File: src/rtl/multicycle_control_fsm.sv
// multicycle_control_fsm: Moore control FSM sequencing the multi-cycle MIPS datapath (in: clk, reset, opcode; out: datapath enables/selects, state)
module multicycle_control_fsm (
  input  logic       clk,
  input  logic       reset,
  input  logic [5:0] opcode,
  output logic       pcwe,
  output logic       branch,
  output logic       iord,
  output logic       memwrite,
  output logic       irwrite,
  output logic       regdst,
  output logic       memtoreg,
  output logic       regwrite,
  output logic       alusrca,
  output logic [1:0] alusrcb,
  output logic [1:0] aluop,
  output logic [1:0] pcsrc,
  output logic [3:0] state
);
  localparam logic [5:0] OP_RTYPE = 6'b000000;
  localparam logic [5:0] OP_LW    = 6'b100011;
  localparam logic [5:0] OP_SW    = 6'b101011;
  localparam logic [5:0] OP_BEQ   = 6'b000100;
  localparam logic [5:0] OP_ADDI  = 6'b001000;
  localparam logic [5:0] OP_J     = 6'b000010;
  typedef enum logic [3:0] {
    FETCH = 4'd0, DECODE = 4'd1, MEMADR = 4'd2, MEMRD = 4'd3, MEMWB = 4'd4, MEMWR = 4'd5,
    EXECUTE = 4'd6, ALUWB = 4'd7, BRANCH = 4'd8, ADDIEXEC = 4'd9, ADDIWB = 4'd10, JUMP = 4'd11
  } state_t;
  state_t cur, nxt;
  always_ff @(posedge clk) cur <= reset ? FETCH : nxt;
  always_comb begin
    nxt = FETCH;
    case (cur)
      FETCH:    nxt = DECODE;
      DECODE:   nxt = (opcode == OP_LW || opcode == OP_SW) ? MEMADR :
                      opcode == OP_RTYPE ? EXECUTE :
                      opcode == OP_BEQ   ? BRANCH :
                      opcode == OP_ADDI  ? ADDIEXEC :
                      opcode == OP_J     ? JUMP : FETCH;
      MEMADR:   nxt = opcode == OP_SW ? MEMWR : MEMRD;
      MEMRD:    nxt = MEMWB;
      EXECUTE:  nxt = ALUWB;
      ADDIEXEC: nxt = ADDIWB;
      default:  nxt = FETCH;
    endcase
  end
  // reset gates every control so PC and IR cannot load while held in reset
  always_comb begin
    pcwe = 1'b0;
    branch = 1'b0;
    iord = 1'b0;
    memwrite = 1'b0;
    irwrite = 1'b0;
    regdst = 1'b0;
    memtoreg = 1'b0;
    regwrite = 1'b0;
    alusrca = 1'b0;
    alusrcb = 2'b00;
    aluop = 2'b00;
    pcsrc = 2'b00;
    if (!reset)
      case (cur)
        FETCH:    begin irwrite = 1'b1; pcwe = 1'b1; alusrcb = 2'b01; end
        DECODE:   alusrcb = 2'b11;
        MEMADR:   begin alusrca = 1'b1; alusrcb = 2'b10; end
        MEMRD:    iord = 1'b1;
        MEMWB:    begin memtoreg = 1'b1; regwrite = 1'b1; end
        MEMWR:    begin iord = 1'b1; memwrite = 1'b1; end
        EXECUTE:  begin alusrca = 1'b1; aluop = 2'b10; end
        ALUWB:    begin regdst = 1'b1; regwrite = 1'b1; end
        BRANCH:   begin alusrca = 1'b1; aluop = 2'b01; pcsrc = 2'b01; branch = 1'b1; end
        ADDIEXEC: begin alusrca = 1'b1; alusrcb = 2'b10; end
        ADDIWB:   regwrite = 1'b1;
        JUMP:     begin pcsrc = 2'b10; pcwe = 1'b1; end
        default:  ;
      endcase
  end
  assign state = reset ? 4'd0 : cur;
endmodule
File: config.mk
export PLATFORM = sky130hd
export DESIGN_NAME = multicycle_control_fsm
export DESIGN_NICKNAME = d
export VERILOG_FILES = /design/src/rtl/multicycle_control_fsm.sv
export SDC_FILE = /design/constraint.sdc
export NUM_CORES = 1
export LEC_CHECK = 0
export CAP_MARGIN = 20
export CORE_AREA = 5 5 42 44
export DETAILED_ROUTE_END_ITERATION = 8
export DIE_AREA = 0 0 47 49
export GPL_TIMING_DRIVEN = 0
export PLACE_DENSITY_LB_ADDON = 0.05
export SLEW_MARGIN = 20
export SYNTH_ARGS = -nofsm -noshare
export SYNTH_HDL_FRONTEND = slang
export SYNTH_SLANG_ARGS = --single-unit
File: constraint.sdc
create_clock -name clk -period 2.2 [get_ports clk]
set_clock_uncertainty 0.1 [all_clocks]
set_input_delay 0.33 -clock clk [delete_from_list [all_inputs] [get_ports clk]]
set_output_delay 0.33 -clock clk [all_outputs]
set_load 0.01 [all_outputs]
==> results.toml, run 1 <==
[clock_network]
ctsRootBufferMaster = "clkbuf_4"
cts_htree_levels = 1
numCtsBuffers = 3
cts_setup_buffers = 0
clock-sinks = 4
clk-insertion-delay-late_ns = 0.24
ctsLongestPathBuffers = 2
cts_tree = "yes"
clock_pin_slew_reported_for_the_worst_setup_and_hold_paths_after_clock_tree_synthesis_ns = 0.04

[synthesis]
postSynth.asyncResetShare_pct = 0
flops_latches_synth = 4
synth_sequential_area_ratio_pct = 16.4
ys_dominant_reg_cell = "dfxtp_1"
ys_warn_count = 0
syn_area_per_cell_um2 = 7.30
synth_nets = 75
synth_enable_flop_cells = 0
synth_cells = 67
netlist_area_um2 = 489
synth.distinct_cells = 33

[grt]
grt-ovfl-total = 0
grt_start_max_net_pins = 11
groute.usage.overall_pct = 14.1
grt_antenna_before_repair = 0
first_global_vias = 548
wire_length_of_the_first_global_routing_pass_mm = 2.39

[layout]
num-nets-final = 106
biggestRegsByFlops = "cur: 4 flops"
synthToLayoutAreaGrowth_pct = 70.1
max_flop_register = "cur"
final_layout_size_suffix_gt1_share_pct = 22.9
final_cells = 112
filler_cell_count = 148
non_filler_cell_area_final_um2 = 832
flip_flop_count_of_the_largest_register_after_layout = 4
diodes = 0

[sta]
timing.slew.headroom_pct = 81.3
max_freq_ghz = 0.467
final-max-slew-violation-count = 0
max_slew.worst_pin.slew_ns = 0.280
timing.final.crit_share_pct = 97.4
finalHoldViolCount = 0
final_setup_viols = 0
grt_setup_unrepaired = "no"
final_critical_period_ns = 2.14
slack_of_the_critical_path_ns = 0.0567

[placement]
placement.cell_area_um2 = 769
io_port_bufs = 26
finalWeightedCongestion = 0.765
placedCellCount = 109
dp_hpwl_mm = 1.11
preCtsSetupSlack_ns = -0.146

[floorplan]
placeable_core_area_um2 = 1400
start_util_pct = 34.9
top_level_ports = 27
chipWidth_um = 47
die-area_um2 = 2300
std_cell_rows = 14
die_height_um = 49

[setup_path]
worst-setup-path-type = "in2out"
slowest_delay_ns = 0.54
worst_path_max_delay_cell = "clkdlybuf4s50_1"
critPathBufInv = 2
critical-path-top-delay-family = "buffers and inverters"
critical-path-top-cell-by-count = "clkdlybuf4s50_1"
critPathRequiredTime_ns = 1.77
cp_cell_sequence = "clkdlybuf4s50_1, and2b_1, o21ai_1, nor2_1, clkdlybuf4s50_1"
reg2reg_setup_slack_ns = 0.84
crit_path_max_fanout = 3
worstPathArrival_ns = 1.71
crit_path_end_kind = "output pin"
cp-start-kind = "input pin"

[power_and_ir_drop]
power.share.clock_pct = 38.3
ir_worst_vdd_uv = 241
internal_power_mw = 0.178
leak_pwr_nw = 0.442
switching_share_pct = 30.1
power-per-cell-area_nw_per_um2 = 306
power.share.combinational_pct = 30.3
seq_power_share_pct = 31.4
switching_power_mw = 0.0768

[drt]
vias = 600
antenna_violating_nets_post_route = 0
detail_route.iter0.violations = 16
first_pass_iters = 4
route.detailed.drc = 0
via_per_instance_ratio = 5.36
drt_wl_total_mm = 1.49
drt-wirelength-per-cell_um = 13.3

[status]
outcome = "complete, no violations"

[flow_run]
drv_cap = 0

[worst_hold_path]
min_path_type = "reg2reg"
==> synthesized netlist by cell type (2+ instances only) <==
cell / number / area (um2)
a21oi_1: 3 / 15.0
nor2_2: 2 / 12.5
nand2b_1: 6 / 37.5
dfxtp_1: 4 / 80.1
nand2_1: 2 / 7.51
o21ai_1: 2 / 10.0
nor3_1: 4 / 20.0
and2b_1: 2 / 15.0
nor2b_1: 6 / 37.5
buf_2: 2 / 10.0
o32a_1: 2 / 20.0
nor2_1: 11 / 41.3
==> power by group through the flow <==
stage / registers, mW / logic [mW] / clock network (mW)
floorplan: 0.0794 / 0.0409 / 0
global placement: 0.0808 / 0.0779 / 0
detailed placement: 0.0808 / 0.0784 / 0
CTS: 0.0799 / 0.0775 / 0.101
global route: 0.0804 / 0.0836 / 0.108
finish: 0.0801 / 0.0771 / 0.0976
==> area by class of cell <==
type                            count  area, um2  area share (%)
Buffer                              5       33.8            4.06
Clock buffer                        3       22.5            2.71
Tap cell                           16       20.0            2.41
Timing Repair Buffer               26        273            32.8
Sequential cell                     4       82.6            9.92
Multi-Input combinational cell     58        400            48.1
==> metal layers <==
| layer | GRT usage (%) | share of wire, % | routed length, um |
|---|---|---|---|
| met2 | 21.3 | 51 | 752 |
| met1 | 18.0 | 42 | 622 |
| met3 | 1.11 | 6.0 | 89 |
| met5 | 0 | 0 | 0 |
| met4 | 9.68 | 1.3 | 19 |
==> worst register-to-register path: cells and delay by family (launching register included) <==
kind                   cells  cell delay (ns)
and+or+nand+nor            3             0.41
buffers and inverters      1             0.15
AOI/OAI and AO/OA          1             0.31
DFF                        1             0.33
==> cells in the final DEF (no fill, tap or decap) <==
master,n
clkdlybuf4s50_1,12
nor2_1,10
dlymetal6s2s_1,8
nor2b_1,6
dlygate4sd2_1,6
nand2b_1,4
nor3_1,4
buf_2,3
a21oi_1,3
clkbuf_4,3
and2b_1,2
nor2_2,2
nand2_1,2
o21ai_1,2
o32a_1,2
dfxtp_2,2
dfxtp_1,2
buf_6,1
nor4_2,1
or3_4,1
nand2b_2,1
nand2b_4,1
nor2_4,1
o22ai_1,1
nor3_2,1
or2_1,1
o21bai_2,1
nor4_4,1
nand3_2,1
nand3b_1,1
and3_1,1
a311oi_1,1
o21ai_0,1
xnor2_1,1
nand4b_1,1
a211oi_2,1
nand3_1,1
o21a_1,1
o211ai_1,1
buf_4,1
==> logic make-up (layout without fill, tap and decap cells) <==
group	count (synthesis)	count (layout)	synth area share (%)
AOI/OAI and AO/OA	14	14	21.2
xor gates and xnor gates	1	1	1.79
buffers and inverters	5	34	6.65
DFF	4	4	16.4
and+or+nand+nor	43	43	54.0
==> stage by stage <==
step | TNS, ns | hold WS [ns] | util (%) | power (mW)
6_report | 0 | 0.456 | 59.4 | 0.255
3_5_place_dp | -0.542 | 0.513 | 54.9 | 0.159
3_3_place_gp | -0.499 | 0.509 | 54.9 | 0.159
5_1_grt | 0 | 0.495 | 59.4 | 0.272
2_1_floorplan | 0 | 0.444 | - | 0.120
4_1_cts | 0 | 0.458 | 57.3 | 0.258
==> path summary, 6_finish.rpt <==
check,cells past startpoint,start,endpoint
hold reg to reg,2,cur[0],cur[1]
setup / recovery,5,reset,iord
setup reg to reg,5,cur[1],cur[2]
hold / removal,2,cur[0],cur[1]
==> timing repair <==
action                     4_1_cts  5_1_grt
hold buffers                     0        0
setup endpoints to repair       11        9
gates resized for setup         12       11
No activity file was read; power rests on OpenSTA's default activity.
==> run 2, diff against run 1 <==
CTS_BUF_LIST = sky130_fd_sc_hd__clkbuf_4   (was default)
SETUP_SLACK_MARGIN = 0.05   (was default)
==> run 2 against run 1 <==
Flip-flop and latch count is the same. Largest cell class unchanged. Highest routed layer unchanged. Critical path depth shrank 2. Largest power group unchanged. Sequential power about the same. Non-clock buffer count up 1. Via count is 1.3% lower. Critical endpoint is now state[3]. Worst hold slack better by 0.0075 ns. Fmax is 5.0% higher. Worst setup slack gained 0.10 ns. Core utilization shrank 1.2 points.
==> results.toml, run 2 (synthesis gave the netlist of run 1 again) <==
[drt]
drt-wirelength-per-cell_um = 13.2
antenna_violating_nets_post_route = 0
first_pass_iters = 4
vias = 592
route.detailed.drc = 0
detail_route.iter0.violations = 11
drt_wl_total_mm = 1.49
via_per_instance_ratio = 5.24

[grt]
grt_use_met3_pct = 1.11
grt-ovfl-total = 0
global_route.usage.met1_pct = 17.8
grt_antenna_before_repair = 0
grt_use_met2_pct = 21.3
wire_length_of_the_first_global_routing_pass_mm = 2.38
first_global_vias = 547
groute.usage.overall_pct = 14.0
grt_start_max_net_pins = 11
busiest_layer = "met2"

[placement]
dp_hpwl_mm = 1.11
placedCellCount = 109
finalWeightedCongestion = 0.765
placement.cell_area_um2 = 769
io_port_bufs = 26

[setup_path]
critPathRequiredTime_ns = 1.77
worst-setup-path-type = "reg2out"
worstPathArrival_ns = 1.61
cp-start-kind = "flop"
crit_path_max_fanout = 10
crit_path_end_kind = "output pin"

[layout]
final_cell_mix = "13 x dlygate4sd2_1, 10 x nor2_1, 10 x clkdlybuf4s50_1"
diodes = 0
flip_flop_count_of_the_largest_register_after_layout = 4
multi_input_comb_area_um2 = 394
max_flop_register = "cur"
num-nets-final = 107
layout_commonest_cell = "dlygate4sd2_1"
non_filler_cell_area_final_um2 = 815
synthToLayoutAreaGrowth_pct = 66.5
final_layout_size_suffix_gt1_share_pct = 22.7
final_cells = 113
filler_cell_count = 144
biggestRegsByFlops = "cur: 4 flops"
seqCellArea_um2 = 82.6

[sta]
max_slew.worst_pin.slew_ns = 0.282
grt_setup_unrepaired = "no"
timing.final.crit_share_pct = 92.8
final-max-slew-violation-count = 0
final_critical_period_ns = 2.04
final_setup_viols = 0
timing.slew.headroom_pct = 81.2
finalHoldViolCount = 0
max_freq_ghz = 0.490

[floorplan]
die_height_um = 49
placeable_core_area_um2 = 1400
die-area_um2 = 2300
start_util_pct = 34.9
top_level_ports = 27
chipWidth_um = 47
std_cell_rows = 14

[clock_network]
cts_hold_buffers = 0
cts_tree = "yes"
ctsLongestPathBuffers = 2
clock_pin_slew_reported_for_the_worst_setup_and_hold_paths_after_clock_tree_synthesis_ns = 0.04
numCtsBuffers = 3
clk-insertion-delay-late_ns = 0.24
clock-sinks = 4
cts_htree_levels = 1
ctsRootBufferMaster = "clkbuf_4"

[power_and_ir_drop]
leak_pwr_nw = 0.382
power-per-cell-area_nw_per_um2 = 315
ir_worst_vdd_uv = 243

[status]
outcome = "complete, no violations"

[worst_hold_path]
min_path_type = "reg2reg"

[flow_run]
drv_cap = 0
## run 2: stage by stage
stage | worst slack (ns) | total power, mW | hold WS [ns] | setup TNS [ns] | utilization, %
after floorplan | 0.591 | 0.120 | 0.444 | 0 | -
after global placement | -0.139 | 0.159 | 0.509 | -0.499 | 54.9
after detailed placement | -0.146 | 0.159 | 0.513 | -0.542 | 54.9
after CTS | 0.0273 | 0.257 | 0.458 | 0 | 56.7
after global routing | 0.0797 | 0.272 | 0.496 | 0 | 58.1
final | 0.158 | 0.256 | 0.463 | 0 | 58.1
## run 2: power breakdown
group	switching, mW	internal, mW
clock	0.0372	0.0615
sequential	0.00485	0.0755
combinational	0.0360	0.0411
total	0.0781	0.178
## run 2: cell type report
| class | instances | share of cell area [%] |
|---|---|---|
| plain buffers | 5 | 4.45 |
| clock buffers | 3 | 2.76 |
| multi-input cells | 58 | 48.4 |
| well taps | 16 | 2.46 |
| flip-flops and latches | 4 | 10.1 |
| repair buffers | 27 | 31.8 |
## run 2: critical path: stages (launching register included)
cell and delay [ns]:
dfxtp_1 0.41, clkbuf_4 0.26, nor2b_1 0.15, clkdlybuf4s50_1 0.54
## run 2: timing repair
| item | 4_1_cts | 5_1_grt |
|---|---|---|
| buffers inserted | 0 | 1 |
| endpoints found under the setup margin | 18 | 4 |
| gates resized for setup | 19 | 5 |
## run 2: worst paths after layout
check / startpoint / to / slack [ns] / depth (start not counted)
worst max-delay path: cur[3] / state[3] / 0.16 / 3
worst min-delay path: cur[0] / cur[1] / 0.46 / 2
worst max register to register: cur[1] / cur[2] / 0.84 / 5
worst min register to register: cur[0] / cur[1] / 0.46 / 2
## run 2: metal layers
metal / vias up / wire length [um]
li1: 300 / -
met1: 270 / 639
met2: 18 / 730
met3: 4 / 77
met4: 0 / 38
met5: - / 0
==> run 3, diff against run 2 <==
CELL_PAD_IN_SITES_DETAIL_PLACEMENT = 0   (was default)
CELL_PAD_IN_SITES_GLOBAL_PLACEMENT = 1   (was default)
CORE_AREA = default   (was 5 5 42 44)
CORE_MARGIN = 5   (was default)
CORE_UTILIZATION = 28   (was default)
DIE_AREA = default   (was 0 0 47 49)
SLEW_MARGIN = 30   (was 20)
==> run 3 against run 2 <==
Design area down 0.31%. Critical endpoint unchanged. Count of clock-buffer cells in the layout unchanged. Highest routed layer unchanged. Global-route usage down 1.9 points. Largest cell class unchanged. Non-clock buffer count unchanged. Die area up 17%. Clock power down 8.5%. Worst setup slack worse by 0.015 ns. Worst hold slack better by 0.00054 ns. Routed wire length up 2.0%.
==> results.toml, run 3 (synthesis gave the netlist of run 1 again) <==
[floorplan]
die_height_um = 51.8
std_cell_rows = 15
top_level_ports = 27
start_util_pct = 29.0
chipWidth_um = 51.8
die-area_um2 = 2680
placeable_core_area_um2 = 1690

[flow_run]
drv_cap = 0

[layout]
diodes = 0
final_core_utilization_pct = 48.1
filler_cell_count = 195
layout_commonest_cell = "dlygate4sd2_1"
max_flop_register = "cur"
flip_flop_count_of_the_largest_register_after_layout = 4
biggestRegsByFlops = "cur: 4 flops"
non_filler_cell_area_final_um2 = 812
final_cell_mix = "14 x dlygate4sd2_1, 10 x nor2_1, 10 x clkdlybuf4s50_1"
synthToLayoutAreaGrowth_pct = 66.0
num-nets-final = 107
final_layout_size_suffix_gt1_share_pct = 22.7

[drt]
via_per_instance_ratio = 5.17
drt-wirelength-per-cell_um = 13.3
route.detailed.drc = 0
antenna_violating_nets_post_route = 0
first_pass_iters = 2
vias = 589
drt_wl_total_mm = 1.52
detail_route.iter0.violations = 2

[placement]
dp_hpwl_mm = 1.12
preCtsSetupSlack_ns = -0.157
finalWeightedCongestion = 0.725
placement.cell_area_um2 = 771
io_port_bufs = 26

[sta]
timing.slew.headroom_pct = 80.6
max_freq_ghz = 0.486
hold-worst-slack_ns = 0.464
final-max-slew-violation-count = 0
grt_setup_unrepaired = "no"
slack_of_the_critical_path_ns = 0.143
final_setup_viols = 0
finalHoldViolCount = 0
final_critical_period_ns = 2.06
max_slew.worst_pin.slew_ns = 0.290
timing.final.crit_share_pct = 93.5

[clock_network]
cts_htree_levels = 1
cts_tree = "yes"
ctsLongestPathBuffers = 2
numCtsBuffers = 3
clock-sinks = 4
clock_pin_slew_reported_for_the_worst_setup_and_hold_paths_after_clock_tree_synthesis_ns = 0.04
cts_hold_buffers = 0
clk-insertion-delay-late_ns = 0.24
ctsRootBufferMaster = "clkbuf_4"

[setup_path]
critPathRequiredTime_ns = 1.77
worstPathArrival_ns = 1.63
worst-setup-path-type = "reg2out"
cp-start-kind = "flop"
crit_path_end_kind = "output pin"
critPathLaunch = "cur[3]"
crit_path_max_fanout = 10
r2r-start = "cur[3]"

[worst_hold_path]
timing.hold.worst.start = "cur[0]"
min_path_type = "reg2reg"

[power_and_ir_drop]
leak_pwr_nw = 0.369
totalPowerFinal_mw = 0.247
ir_worst_vdd_uv = 247
power-per-cell-area_nw_per_um2 = 305

[grt]
grt_antenna_before_repair = 0
first_global_vias = 556
groute.usage.overall_pct = 12.1
grt_start_max_net_pins = 11
grt-ovfl-total = 0
wire_length_of_the_first_global_routing_pass_mm = 2.43

[status]
outcome = "complete, no violations"
run 3: layout make-up:
cell class / count / area (um2) / share of cell area [%]
Multi-Input combinational cell: 58 / 394 / 48.5
Sequential cell: 4 / 82.6 / 10.2
Timing Repair Buffer: 27 / 255 / 31.4
Buffer: 5 / 36.3 / 4.47
Clock buffer: 3 / 22.5 / 2.77
Tap cell: 17 / 21.3 / 2.62
run 3: stage by stage:
step	TNS (ns)	cells
2_1_floorplan	0	67
3_3_place_gp	-0.517	110
3_5_place_dp	-0.460	110
4_1_cts	0	113
5_1_grt	0	114
6_report	0	114
run 3: final timing paths:
path              slack, ns  cells past startpoint  endpoint
setup / recovery       0.14                      3  state[3]
hold / removal         0.46                      2    cur[1]
hold reg to reg        0.46                      2    cur[1]
setup reg to reg       0.87                      4    cur[0]
run 3: timing repair:
| item | in CTS | in global routing |
|---|---|---|
| pin swaps | 1 | 0 |
| endpoints found under the setup margin | 18 | 3 |
| buffers inserted | 0 | 1 |
| gates resized for setup | 20 | 4 |
run 3: metal layers:
| layer | routed length, um | global-route usage, % | part of all wire, % | up-vias |
|---|---|---|---|---|
| met1 | 698 | 14.2 | 46 | 265 |
| met3 | 151 | 5.16 | 10 | 4 |
| met2 | 644 | 18.6 | 43 | 20 |
| met5 | 0 | 0 | 0 | - |
| met4 | 21 | 6.55 | 1.4 | 0 |
| li1 | - | - | - | 300 |
run 3: critical path, cell delays in order (launching register included):
cell and delay [ns]:
dfxtp_1 0.40, buf_2 0.28, nor2b_1 0.16, clkdlybuf4s50_1 0.55
run 3: power by group:
group	switching [mW]	total, mW	internal [mW]
clock	0.0294	0.0903	0.0610
sequential	0.00446	0.0802	0.0757
combinational	0.0363	0.0769	0.0406
total	0.0701	0.247	0.177
